**config.mk**
```make
export PLATFORM = sky130hd
export DESIGN_NAME = control_sequencer_flat
export DESIGN_NICKNAME = d
export VERILOG_FILES = /design/src/rtl/control_sequencer_pkg.sv /design/src/rtl/control_sequencer_if.sv /design/src/rtl/control_sequencer_button_edge_sync.sv /design/src/rtl/control_sequencer.sv /design/src/flat_wrapper.sv
export SDC_FILE = /design/constraint.sdc
export NUM_CORES = 1
export LEC_CHECK = 0
export CAP_MARGIN = 0
export CORE_ASPECT_RATIO = 1.5
export CORE_MARGIN = 4
export CORE_UTILIZATION = 35
export DETAILED_ROUTE_END_ITERATION = 6
export GPL_TIMING_DRIVEN = 0
export SYNTH_ARGS = -nofsm -noshare
export SYNTH_HDL_FRONTEND = slang
export SYNTH_SLANG_ARGS = --single-unit
export TNS_END_PERCENT = 30
```
**constraint.sdc**
```tcl
create_clock -name clock -period 2.77 [get_ports clock]
set_input_delay 0.4155 -clock clock [delete_from_list [all_inputs] [get_ports clock]]
set_output_delay 0.4155 -clock clock [all_outputs]
set_load 0.1 [all_outputs]
```
**src/rtl/control_sequencer_pkg.sv**
```systemverilog
// Shared definitions for the control sequencer, its decoder and the control core.
// Holds the instruction ID constants, the 3-bit sequencer state encoding,
// the registered strobe bundle and the counter-width helper.
package control_sequencer_pkg;

    localparam int unsigned ID_WIDTH = 7;

    typedef logic [ID_WIDTH-1:0] id_t;

    localparam id_t INSW_ID = 7'd71;
    localparam id_t SWI_ID  = 7'd72;
    localparam id_t NOP_ID  = 7'd74;
    localparam id_t HALT_ID = 7'd75;

    typedef enum logic [2:0] {
        ST_FETCH      = 3'd0,
        ST_DECODE     = 3'd1,
        ST_EXECUTE    = 3'd2,
        ST_MEMWAIT    = 3'd3,
        ST_WRITEBACK  = 3'd4,
        ST_INPUT_WAIT = 3'd5,
        ST_HALT       = 3'd6
    } state_e;

    // Datapath strobes driven towards IR, PC, register bank and memory.
    typedef struct packed {
        logic ir_load;
        logic pc_enable;
        logic rb_write_enable;
        logic mem_write_enable;
    } strobes_t;

    // Wait counter width: large enough for the longer of the two latencies.
    function automatic int unsigned cnt_width(input int unsigned a, input int unsigned b);
        int unsigned m;
        m = (a > b) ? a : b;
        return $clog2(m) + 1;
    endfunction

endpackage

```
**src/rtl/control_sequencer_if.sv**
```systemverilog
// Sequencer <-> decoder/control-core/operator signal bundle.
// slave  : the sequencer (consumes decoded_id, mem_access and buttons, drives the rest)
// master : the surrounding logic (drives decoded_id, mem_access and buttons)
interface control_sequencer_if;

    logic [control_sequencer_pkg::ID_WIDTH-1:0] decoded_id;
    logic                                       mem_access;
    logic                                       input_confirm;
    logic                                       resume;
    logic [control_sequencer_pkg::ID_WIDTH-1:0] stage_id;
    logic                                       mode;
    logic                                       ir_load;
    logic                                       pc_enable;
    logic                                       rb_write_enable;
    logic                                       mem_write_enable;
    logic                                       waiting_input;
    logic                                       halted;

    modport slave (
        input  decoded_id, mem_access, input_confirm, resume,
        output stage_id, mode, ir_load, pc_enable, rb_write_enable,
               mem_write_enable, waiting_input, halted
    );

    modport master (
        output decoded_id, mem_access, input_confirm, resume,
        input  stage_id, mode, ir_load, pc_enable, rb_write_enable,
               mem_write_enable, waiting_input, halted
    );

endinterface

```
**src/rtl/control_sequencer_button_edge_sync.sv**
```systemverilog
// Two-flop synchroniser plus rising-edge detector for a raw operator button.
// Ports: clock, reset (async active-high), btn_i (raw asynchronous level),
//        pulse_c (one-cycle pulse per synchronised 0->1 transition, combinational
//        from flops only, so it carries no path from btn_i).
module control_sequencer_button_edge_sync (
    input  logic clock,
    input  logic reset,
    input  logic btn_i,
    output logic pulse_c
);

    logic [1:0] sync_q;
    logic       prev_q;

    // Synchroniser stages and delayed copy for edge detection.
    always_ff @(posedge clock or posedge reset) begin
        if (reset) begin
            sync_q <= 2'b00;
            prev_q <= 1'b0;
        end else begin
            sync_q <= {sync_q[0], btn_i};
            prev_q <= sync_q[1];
        end
    end

    // A held button produces exactly one pulse.
    assign pulse_c = sync_q[1] & ~prev_q;

endmodule

```
**src/rtl/control_sequencer.sv**
```systemverilog
// Multi-cycle instruction sequencer: FETCH -> DECODE -> EXECUTE -> [MEMWAIT] -> WRITEBACK,
// with INPUT_WAIT (operator confirm) and HALT (operator resume) side states.
// Ports: clock, reset (async active-high), bus (control_sequencer_if.slave):
//   in : decoded_id, mem_access, input_confirm (raw), resume (raw)
//   out: stage_id, mode, ir_load, pc_enable, rb_write_enable, mem_write_enable,
//        waiting_input, halted -- all registered.
module control_sequencer
    import control_sequencer_pkg::*;
#(
    parameter int unsigned FETCH_WAIT = 2,
    parameter int unsigned MEM_WAIT   = 2
) (
    input  logic                clock,
    input  logic                reset,
    control_sequencer_if.slave  bus
);

    localparam int unsigned CNT_W = cnt_width(FETCH_WAIT, MEM_WAIT);
    localparam logic [CNT_W-1:0] FETCH_LAST = CNT_W'(FETCH_WAIT - 1);
    localparam logic [CNT_W-1:0] MEM_LAST   = CNT_W'(MEM_WAIT - 1);

    state_e           state_q,   state_d;
    logic [CNT_W-1:0] cnt_q,     cnt_d;
    id_t              stage_id_q, stage_id_d;
    logic             mode_q,    mode_d;
    strobes_t         strb_q,    strb_d;
    logic             waiting_q, waiting_d;
    logic             halted_q,  halted_d;

    logic confirm_pulse;
    logic resume_pulse;

    control_sequencer_button_edge_sync u_confirm_sync (
        .clock   (clock),
        .reset   (reset),
        .btn_i   (bus.input_confirm),
        .pulse_c (confirm_pulse)
    );

    control_sequencer_button_edge_sync u_resume_sync (
        .clock   (clock),
        .reset   (reset),
        .btn_i   (bus.resume),
        .pulse_c (resume_pulse)
    );

    // State and registered outputs.
    always_ff @(posedge clock or posedge reset) begin
        if (reset) begin
            state_q    <= ST_FETCH;
            cnt_q      <= '0;
            stage_id_q <= NOP_ID;
            mode_q     <= 1'b1;
            strb_q     <= '0;
            waiting_q  <= 1'b0;
            halted_q   <= 1'b0;
        end else begin
            state_q    <= state_d;
            cnt_q      <= cnt_d;
            stage_id_q <= stage_id_d;
            mode_q     <= mode_d;
            strb_q     <= strb_d;
            waiting_q  <= waiting_d;
            halted_q   <= halted_d;
        end
    end

    // Next state, then outputs decoded from the state being entered so they
    // line up with it once registered.
    always_comb begin
        state_d    = state_q;
        cnt_d      = cnt_q;
        stage_id_d = stage_id_q;
        mode_d     = mode_q;
        strb_d     = '0;
        waiting_d  = 1'b0;
        halted_d   = 1'b0;

        case (state_q)
            ST_FETCH: begin
                // Leave once the ir_load pulse has been presented for a cycle;
                // until then count up to the last fetch cycle and hold there.
                if (strb_q.ir_load) begin
                    state_d = ST_DECODE;
                    cnt_d   = '0;
                end else if (cnt_q < FETCH_LAST) begin
                    cnt_d = cnt_q + CNT_W'(1);
                end
            end
            ST_DECODE: begin
                stage_id_d = bus.decoded_id;
                if (bus.decoded_id == HALT_ID) begin
                    state_d = ST_HALT;
                end else if (bus.decoded_id == INSW_ID) begin
                    state_d = ST_INPUT_WAIT;
                end else begin
                    state_d = ST_EXECUTE;
                end
            end
            ST_EXECUTE: begin
                // The core sees the old mode during EXECUTE; the toggle lands on exit.
                if (stage_id_q == SWI_ID) begin
                    mode_d = ~mode_q;
                end
                state_d = bus.mem_access ? ST_MEMWAIT : ST_WRITEBACK;
            end
            ST_MEMWAIT: begin
                if (cnt_q == MEM_LAST) begin
                    state_d = ST_WRITEBACK;
                    cnt_d   = '0;
                end else begin
                    cnt_d = cnt_q + CNT_W'(1);
                end
            end
            ST_WRITEBACK: begin
                stage_id_d = NOP_ID;
                state_d    = ST_FETCH;
                cnt_d      = '0;
            end
            ST_INPUT_WAIT: begin
                if (confirm_pulse) begin
                    state_d = ST_WRITEBACK;
                end
            end
            ST_HALT: begin
                if (resume_pulse) begin
                    state_d = ST_WRITEBACK;
                end
            end
            default: begin
                state_d    = ST_FETCH;
                cnt_d      = '0;
                stage_id_d = NOP_ID;
            end
        endcase

        strb_d.ir_load          = (state_d == ST_FETCH) && (cnt_d == FETCH_LAST);
        strb_d.pc_enable        = (state_d == ST_WRITEBACK);
        // NOP and a resumed HALT have no result to write back.
        strb_d.rb_write_enable  = (state_d == ST_WRITEBACK) &&
                                  (stage_id_d != NOP_ID) && (stage_id_d != HALT_ID);
        strb_d.mem_write_enable = (state_d == ST_EXECUTE) || (state_d == ST_MEMWAIT);
        waiting_d               = (state_d == ST_INPUT_WAIT);
        halted_d                = (state_d == ST_HALT);
    end

    assign bus.stage_id         = stage_id_q;
    assign bus.mode             = mode_q;
    assign bus.ir_load          = strb_q.ir_load;
    assign bus.pc_enable        = strb_q.pc_enable;
    assign bus.rb_write_enable  = strb_q.rb_write_enable;
    assign bus.mem_write_enable = strb_q.mem_write_enable;
    assign bus.waiting_input    = waiting_q;
    assign bus.halted           = halted_q;

endmodule

```
**src/flat_wrapper.sv**
```systemverilog
// flat-port wrapper written by rule: the top's interface ports become plain ports
module control_sequencer_flat import control_sequencer_pkg::*;
#(
    parameter int unsigned FETCH_WAIT = 2,
    parameter int unsigned MEM_WAIT   = 2
)
  (clock, reset, bus_decoded_id, bus_mem_access, bus_input_confirm, bus_resume, bus_stage_id, bus_mode, bus_ir_load, bus_pc_enable, bus_rb_write_enable, bus_mem_write_enable, bus_waiting_input, bus_halted);
  control_sequencer_if bus_i ();
  input  logic clock;
  input  logic reset;
  input wire logic [$bits(bus_i.decoded_id)-1:0] bus_decoded_id;
  input wire logic [$bits(bus_i.mem_access)-1:0] bus_mem_access;
  input wire logic [$bits(bus_i.input_confirm)-1:0] bus_input_confirm;
  input wire logic [$bits(bus_i.resume)-1:0] bus_resume;
  output wire logic [$bits(bus_i.stage_id)-1:0] bus_stage_id;
  output wire logic [$bits(bus_i.mode)-1:0] bus_mode;
  output wire logic [$bits(bus_i.ir_load)-1:0] bus_ir_load;
  output wire logic [$bits(bus_i.pc_enable)-1:0] bus_pc_enable;
  output wire logic [$bits(bus_i.rb_write_enable)-1:0] bus_rb_write_enable;
  output wire logic [$bits(bus_i.mem_write_enable)-1:0] bus_mem_write_enable;
  output wire logic [$bits(bus_i.waiting_input)-1:0] bus_waiting_input;
  output wire logic [$bits(bus_i.halted)-1:0] bus_halted;
  assign bus_i.decoded_id = bus_decoded_id;
  assign bus_i.mem_access = bus_mem_access;
  assign bus_i.input_confirm = bus_input_confirm;
  assign bus_i.resume = bus_resume;
  assign bus_stage_id = bus_i.stage_id;
  assign bus_mode = bus_i.mode;
  assign bus_ir_load = bus_i.ir_load;
  assign bus_pc_enable = bus_i.pc_enable;
  assign bus_rb_write_enable = bus_i.rb_write_enable;
  assign bus_mem_write_enable = bus_i.mem_write_enable;
  assign bus_waiting_input = bus_i.waiting_input;
  assign bus_halted = bus_i.halted;
  control_sequencer #(.FETCH_WAIT(FETCH_WAIT), .MEM_WAIT(MEM_WAIT)) u_core (.clock(clock), .reset(reset), .bus(bus_i));
endmodule
```
==> results.py <==
metrics = {
    "grt": {
        "track_usage_pct": 12.5,
        "met1_usage_pct": 13.6,
        "grt_max_degree": 26,
        "grt_pass1_vias": 1014,
        "antenna_found_initial": 0,
        "use_met2_pct": 23.0,
        "grt_pass1_wl_um": 4460,
        "busiest_layer": "met2",
        "grt_util_met3_pct": 1.59,
        "gr-total-overflow": 0,
    },
    "setup_path": {
        "cp_slowest_cell": "clkdlybuf4s50_1",
        "worstPathMaxFanout": 4,
        "cp.arrival_ps": 1990,
        "r2r-start": "u_core.state_q[0]",
        "path_delay_family": "buffers and inverters",
        "critPathKind": "flip-flop to output port",
        "path_cells": "clkdlybuf4s50_1",
        "end_kind": "output port",
        "r2r-end": "u_core.bus.ir_load",
        "rr_worst_depth": 8,
        "cp.required_ps": 2350,
        "cpPeakStageDelay_ps": 1140,
        "cp-start-kind": "flip-flop",
        "rrSetupSlack_ps": 600,
        "worst-path-buf-inv": 1,
    },
    "cts": {
        "cts_buffer_depth": 2,
        "htreeDepth": 1,
        "cts-root-buf": "clkbuf_8",
        "cts_resized": 0,
        "cts_buffers": 3,
        "ctsHoldBuffers": 0,
        "cts_post_setup_buffers_inserted": 0,
        "clock_latency_ps": 270,
        "clk_pin_slew_worst_paths_ps": 90,
        "cts_tree": "yes",
        "cts_num_sinks": 25,
    },
    "floorplanning": {
        "pin_count": 26,
        "initial_core_util_pct": 36.5,
        "core_area_mm2": 0.00342,
        "die_w_um": 56.7,
        "die_h_um": 81.1,
        "die-area_mm2": 0.00460,
        "rows": 26,
    },
    "min_path": {
        "holdPathStages": 0,
        "holdCritStartpoint": "u_core.u_confirm_sync.sync_q[0]",
        "hold_end": "u_core.u_confirm_sync.sync_q[1]",
        "min_path_type": "flip-flop to flip-flop",
    },
    "outcome": {
        "outcome": "completed",
    },
    "yosys": {
        "synth-compound-area-share_pct": 13.1,
        "synth_area_mm2": 0.00125,
        "synth_cells": 112,
        "yosys_register_bits": 25,
        "synthMuxAreaShare_pct": 0.802,
        "synth_top_cell_by_area": "dfrtp_1",
        "yosysWarnings": 0,
        "synth_edf_count": 0,
        "async_reset_ff_share_pct": 100,
        "synthSimpleGateAreaFrac_pct": 22.7,
        "synth_nets": 132,
        "yosysMostFrequentCell": "dfrtp_1",
        "synthAdderAreaFrac_pct": 8.02,
        "synth_top_family_by_area": "simple AND/OR/NAND/NOR gates",
        "syn_area_per_cell_um2": 11.1,
        "synth-xor-area-share_pct": 1.40,
        "synth_common_cells": "21 x dfrtp_1, 8 x ha_1, 7 x inv_1, 7 x nand3_1",
        "yosysSeqAreaShare_pct": 50.6,
        "ys_types": 37,
        "synthFlopType": "dfrtp_1",
        "yosysTopAreaCellShare_pct": 42.1,
        "yosys-top-cells-area": "dfrtp_1 42%, dfstp_2 8.4%, ha_1 8.0%",
    },
    "timing": {
        "setup-tns-final_ps": 0,
        "setup_viol": 0,
        "relSlewSlack_pct": 35.1,
        "final.setup_skew_ps": 6.72,
        "hold_violations": 0,
        "rsz0062_at_grt": "false",
        "min_period_ps": 2400,
        "slew_violations": 0,
        "worstMarginPinSlew_ps": 970,
        "fmax_mhz": 416,
        "finalCritPeriodShare_pct": 86.7,
    },
    "drt": {
        "routedWlPerCell_um": 14.8,
        "drc": 0,
        "vias": 958,
        "routed_wl_um": 2700,
        "firstDrtPassIters": 4,
        "via_per_inst": 5.23,
        "drt_iter0_markers": 43,
        "drt.antenna.violating_nets": 0,
    },
    "placement": {
        "postPlaceCellArea_mm2": 0.00155,
        "dpl.cell_count": 179,
        "place_hpwl_um": 2040,
        "portBuffers": 25,
        "place_congestion": 0.739,
    },
    "final_layout": {
        "nets": 162,
        "fill_cells": 330,
        "finish.instance_area_mm2": 0.00160,
        "drive_gt1_share_pct": 10.6,
        "syn_to_final_growth_pct": 28.0,
        "num_antenna_cells": 0,
        "fin_cells": 183,
    },
    "pwr": {
        "peakVddDrop_v": 0.000658,
        "power-per-cell-area_mw_per_mm2": 1270,
        "p_leak_uw": 0.000708,
        "power_uw": 2030,
    },
    "job": {
        "drv_cap": 0,
    },
}
[cell usage in the layout (no fill, tap or decap), types with 2 or more instances in the layout]
master	count
clkdlybuf4s50_1	25
a22o_1	4
nor2_1	6
nand3b_1	2
inv_1	7
o21ai_0	6
dfstp_2	4
dfrtp_1	21
or3_1	2
xor2_1	2
nand3_1	7
nor2b_1	4
nor3_1	3
clkbuf_8	3
ha_1	8
or3b_1	2
nor3b_1	3
nand2b_1	3
a22oi_1	3
a21oi_1	3
nand2_1	3
nor4bb_1	2
[final cells by class]
class | instances | area (um^2) | area share (%)
inverters | 8 | 30.0 | 1.88
flip-flops and latches | 25 | 631 | 39.5
repair buffers | 25 | 250 | 15.7
plain buffers | 2 | 12.5 | 0.784
clock buffers | 3 | 41.3 | 2.59
clock inverters | 1 | 5.00 | 0.313
multi-input cells | 77 | 574 | 36.0
well taps | 42 | 52.6 | 3.29
[cell families after synthesis]
family | count (synthesis)
simple gates | 45
flops | 25
compound gates | 21
buf+inv | 10
fa+ha+maj | 8
xor+xnor | 2
mux | 1
[how the worst max path moves through the flow]
stage                           start                          to  slack, ps  cells after the start
2_1_floorplan       u_core.state_q[0]          u_core.bus.ir_load        840                      8
3_3_place_gp        bus_decoded_id[5]  u_core.bus.rb_write_enable        560                      6
3_5_place_dp        bus_decoded_id[5]  u_core.bus.rb_write_enable        580                      6
4_1_cts        u_core.bus.stage_id[1]             bus_stage_id[1]        370                      1
5_1_grt        u_core.bus.stage_id[3]             bus_stage_id[3]        350                      1
6_report       u_core.bus.stage_id[1]             bus_stage_id[1]        370                      1
[routing by layer]
layer | vias to the layer above | share of wire, % | wire length (um)
li1 | 454 | - | -
met4 | 0 | 2.7 | 74
met2 | 24 | 55 | 1490
met5 | - | 0 | 0
met1 | 474 | 38 | 1040
met3 | 6 | 3.9 | 106
[stage by stage]
step                      setup slack (ps)  hold WS [ps]  util [%]
after global placement                 562           334      45.4
after CTS                              365           356      46.7
final                                  368           354      46.7
after detailed placement               582           336      45.4
after floorplan                        842           331         -
after global routing                   346           363      46.7
[flip-flops by register name, indices dropped and copies added (netlist names)]
name and count:
u_core.bus.stage_id 7, u_core.u_resume_sync.sync_q 2, u_core.bus.ir_load 1, u_core.cnt_q 2, u_core.bus.mode 1, u_core.bus.rb_write_enable 1
u_core.u_confirm_sync.prev_q 1, u_core.u_confirm_sync.sync_q 2, u_core.u_resume_sync.prev_q 1, u_core.state_q 3, u_core.bus.halted 1, u_core.bus.waiting_input 1
u_core.bus.mem_write_enable 1, u_core.bus.pc_enable 1
[power by group]
| part | switching [uW] | internal [uW] |
|---|---|---|
| logic | 858 | 387 |
| clock network | 115 | 101 |
| registers | 81.7 | 487 |
| total | 1050 | 974 |
No activity file was read; power rests on OpenSTA's default activity.
